`config.mk`:
```
export PLATFORM = sky130hd
export DESIGN_NAME = rom_access_arbiter
export DESIGN_NICKNAME = d
export VERILOG_FILES = /design/src/rtl/rom_access_arbiter.sv
export SDC_FILE = /design/constraint.sdc
export NUM_CORES = 1
export LEC_CHECK = 0
export ABC_AREA = 1
export CORE_ASPECT_RATIO = 1.1
export CORE_MARGIN = 2
export CORE_UTILIZATION = 43
export CTS_CLUSTER_SIZE = 24
export DETAILED_ROUTE_END_ITERATION = 16
export GPL_TIMING_DRIVEN = 1
export PLACE_DENSITY_LB_ADDON = 0.15
export SLEW_MARGIN = 20
export SYNTH_ARGS = -nofsm -noshare
export SYNTH_HDL_FRONTEND = slang
export SYNTH_SLANG_ARGS = --single-unit
```
`constraint.sdc`:
```
create_clock -name clk -period 2.1 [get_ports clk]
set_clock_uncertainty 0.15 [all_clocks]
set_input_delay 0.42 -clock clk [delete_from_list [all_inputs] [get_ports clk]]
set_output_delay 0.42 -clock clk [all_outputs]
set_load 0.03 [all_outputs]
```
`src/rtl/rom_access_arbiter.sv`:
```
// Two-requester arbiter (fetch and load port) for a single combinational-read ROM.
// LS has fixed priority; a starvation counter forces an IF grant after STARVE_MAX LS grants.
module rom_access_arbiter #(
  parameter int ADDR_W      = 32,
  parameter int DATA_W      = 32,
  parameter int WAIT_CYCLES = 1,
  parameter int STARVE_MAX  = 4
) (
  input  logic              clk,
  input  logic              rst,
  input  logic              if_req_i,
  input  logic [ADDR_W-1:0] if_addr_i,
  input  logic              if_flush_i,
  output logic              if_ready_o,
  output logic [DATA_W-1:0] if_data_o,
  output logic              if_valid_o,
  input  logic              ls_req_i,
  input  logic [ADDR_W-1:0] ls_addr_i,
  output logic              ls_ready_o,
  output logic [DATA_W-1:0] ls_data_o,
  output logic              ls_valid_o,
  output logic              mem_ce_o,
  output logic [ADDR_W-1:0] mem_addr_o,
  input  logic [DATA_W-1:0] mem_data_i,
  output logic              busy_o
);
  typedef enum logic {IDLE, ACCESS} state_t;

  localparam logic [3:0] WAIT_LIM   = 4'(WAIT_CYCLES);
  localparam logic [3:0] STARVE_LIM = 4'(STARVE_MAX);

  state_t     state, state_nxt;
  logic [3:0] wait_cnt, starve_cnt;
  logic       owner_ls;
  logic       kill;
  logic       grant_if, grant_ls, done;

  always_ff @(posedge clk or negedge rst) begin
    if (!rst) state <= IDLE;
    else      state <= state_nxt;
  end

  always_comb begin
    state_nxt = state;
    grant_if  = 1'b0;
    grant_ls  = 1'b0;
    done      = 1'b0;
    case (state)
      IDLE: begin
        if (ls_req_i && !(if_req_i && starve_cnt == STARVE_LIM)) grant_ls = 1'b1;
        else if (if_req_i)                                       grant_if = 1'b1;
        if (grant_if || grant_ls) state_nxt = ACCESS;
      end
      ACCESS: begin
        if (wait_cnt == WAIT_LIM) begin
          done      = 1'b1;
          state_nxt = IDLE;
        end
      end
      default: state_nxt = IDLE;
    endcase
  end

  assign if_ready_o = grant_if;
  assign ls_ready_o = grant_ls;

  always_ff @(posedge clk or negedge rst) begin
    if (!rst) begin
      wait_cnt   <= '0;
      owner_ls   <= 1'b0;
      kill       <= 1'b0;
      mem_ce_o   <= 1'b0;
      busy_o     <= 1'b0;
      mem_addr_o <= '0;
      if_data_o  <= '0;
      ls_data_o  <= '0;
      if_valid_o <= 1'b0;
      ls_valid_o <= 1'b0;
    end else begin
      if_valid_o <= 1'b0;
      ls_valid_o <= 1'b0;
      if (grant_if || grant_ls) begin
        mem_addr_o <= grant_ls ? ls_addr_i : if_addr_i;
        owner_ls   <= grant_ls;
        wait_cnt   <= '0;
        kill       <= 1'b0;
        mem_ce_o   <= 1'b1;
        busy_o     <= 1'b1;
      end
      if (state == ACCESS) begin
        wait_cnt <= wait_cnt + 4'd1;
        if (!owner_ls && if_flush_i) kill <= 1'b1;
      end
      // Killed IF data is still captured; only the valid pulse is suppressed.
      if (done) begin
        mem_ce_o <= 1'b0;
        busy_o   <= 1'b0;
        kill     <= 1'b0;
        if (owner_ls) begin
          ls_data_o  <= mem_data_i;
          ls_valid_o <= 1'b1;
        end else begin
          if_data_o  <= mem_data_i;
          if_valid_o <= !(kill || if_flush_i);
        end
      end
    end
  end

  always_ff @(posedge clk or negedge rst) begin
    if (!rst)                          starve_cnt <= '0;
    else if (grant_if)                 starve_cnt <= '0;
    else if (grant_ls && if_req_i) begin
      if (starve_cnt != STARVE_LIM)    starve_cnt <= starve_cnt + 4'd1;
    end
    else if (state == IDLE && !if_req_i) starve_cnt <= '0;
  end
endmodule

```
==> impl_metrics.ini <==
[outcome]
status = finished, violations left
violations = setup timing

[yosys]
syn-mean-instance-area_sq_um = 8.80
ys.flop_type = dfrtp_1
ys_seq_area_share_pct = 58.1
synthArstFlopShare_pct = 100
synth_common_cells = nand2_1, nand3_1, dfrtp_1
synth-edff-count = 0
yosys.area.top_type = dfrtp_1
synth_area_sq_um = 4730
synth_seq_cells = 110
synth.top_cell.area_share_pct = 58.1
syn_nets = 643
ys_types = 22
yosys-top-cells-area = dfrtp_1, nand2_1, nand3_1
syn_inst = 538
synth_most_common_cell = nand2_1
yosysWarnings = 0

[floorplan]
die_w_um = 104
dieArea_sq_um = 11900
rows = 40
initial_core_util_pct = 43.8
core_sq_um = 10800
die_h_um = 114
io_pins = 203

[worst_setup_path]
end_kind = primary output
r2r-start = wait_cnt[1]
critPathLaunch = starve_cnt[1]
worstPathRequired_ps = 1530
crit_type = reg2out
critPathMaxFanout = 3
arrival_ps = 1560
setup.worst_path.start_class = flip-flop

[power]
p_leak_nw = 3.39
ir_drop_uv = 691
total_power_mw = 12.1
power.density_nw_per_um2 = 1660

[detailed_routing]
vias = 4631
antenna_left = 0
wirelength_um = 13900
vias_per_cell = 5.23
drt_iter0_markers = 298
wl_per_cell_um = 15.7
drcViolationCount = 0
dr.pass1.iters = 4

[sta]
worstMarginPinSlew_ps = 407
setup_ws_ps = -32.4
period_share_pct = 102
fmax_ghz = 0.469
rsz0062_at_grt = yes
report.final.hold_viol_count = 0
finalSetupTns_ps = -32.4
final-setup-viol-count = 1
slew_headroom_pct = 72.9
period_needed_ps = 2130
drv_slew = 0
hold_slack_ps = 311

[grt]
grt_overflow = 0
antenna_found_initial = 0
track_usage_pct = 23.8
grt_pass1_wl_um = 22600
grt_pass1_vias = 4541
grt_max_degree = 44

[clocking]
clk_latency_ps = 340
clk_path_buf_depth = 2
cts_buffers = 9
clock-sinks = 110
clkTransAtPathRegs_ps = 70
clockRootBuffer = clkbuf_16
htreeDepth = 3
cts_tree = done

[placed_design]
dp_cells = 867
placed_cell_area_sq_um = 6920
place_hpwl_um = 9670
port_buffers = 202
routabilityCongestion = 0.811

[finish]
fin_nets = 839
areaGrowthSynthToFinish_pct = 54.1
layout.cells.non_filler = 886
layout-drive-gt1-share_pct = 7.58
register_area_sq_um = 2750
design_area_sq_um = 7300
fillers = 884
multiInputGateArea_sq_um = 1760
antenna_cells = 0

[hold_path]
holdCritStartpoint = kill
worstHoldPathType = reg2reg

[job]
cap_viol_max_count = 0
[final cells by class]
cell class                 count  share of cell area, %
timing repair buffer         226                   30.5
clock inverter                 5                   1.13
sequential                   110                   37.7
tap                          147                   2.52
inverter                      13                  0.669
clock buffer                  11                   3.33
multi-input combinational    374                   24.1
[path summary, 6_finish.rpt]
check                                 to  slack [ps]  cells past startpoint
max                           if_ready_o         -30                      9
min reg2reg                   if_valid_o         310                      1
min in group asynchronous   ls_data_o[6]         420                      2
max reg2reg                if_data_o[10]         270                      7
max in group asynchronous  if_data_o[26]         830                      3
min                           if_valid_o         310                      1
[placed cells by master (no fill, tap or decap), drive strengths merged]
cell / count
clkinv: 4
buf: 26
nand3: 132
nor2: 12
inv: 12
nor3: 1
clkbuf: 11
ha: 4
dfrtp: 110
clkdlybuf4s50: 199
nand2: 180
a21oi: 2
dlygate4sd3: 1
xnor2: 1
nand4: 33
o22ai: 2
bufinv: 2
o21ai: 6
xor2: 1
[critical path: stages (launching register included)]
cell and delay [ps]:
dfrtp_1 400, inv_2 80, ha_4 140, nand2_2 60
inv_2 50, nand2_2 60, nand2_2 110, nand2_2 60
nor2_2 120, buf_6 140
[cells by family (layout without fill, tap and decap cells)]
family                     after synthesis  count (layout)  share of synthesized area [%]
buffers and inverters                   54             255                           5.39
DFF                                    110             110                           58.1
adders and majority gates                4               4                           1.06
AOI/OAI and AO/OA                       10              10                           1.19
xor gates and xnor gates                 2               2                          0.370
and+or+nand+nor                        358             358                           33.9
[per-layer routing]
metal | share of wire, % | wire, um | vias up | track usage [%]
met5 | 0 | 0 | - | 0
met4 | 2.6 | 357 | 0 | 9.28
met3 | 9.1 | 1270 | 22 | 6.72
met2 | 47 | 6530 | 230 | 37.6
met1 | 41 | 5760 | 2198 | 31.5
li1 | - | - | 2181 | -
[flip-flops by register name, indices dropped and copies added (netlist names)]
name	cells
kill	1
ls_data_o	32
state	1
if_data_o	32
owner_ls	1
mem_addr_o	32
wait_cnt	4
if_valid_o	1
busy_o	1
ls_valid_o	1
starve_cnt	4
[power by group]
group	switching, mW	total [mW]	internal [mW]	leakage (nW)
logic	3.98	6.52	2.54	1.87
clock network	0.749	1.83	1.08	0.160
registers	0.594	3.73	3.13	1.36
total	5.32	12.1	6.76	3.39
[stage by stage]
stage	utilization (%)	worst slack, ps
6_report	67.5	-32.4
5_1_grt	67.5	-94.6
4_1_cts	67.3	3.73
3_5_place_dp	64.0	57.2
3_3_place_gp	64.0	81.5
2_1_floorplan	-	96.2
[what timing repair did]
| item | in CTS | in global routing |
|---|---|---|
| resized for setup | 3 | 6 |
| hold buffers | 1 | 0 |
| endpoints found under the hold margin | 27 | 0 |
| buffers inserted | 2 | 0 |
| pin swaps | 0 | 4 |
| endpoints found under the setup margin | 2 | 2 |
Power figures use the tool's default switching activity.
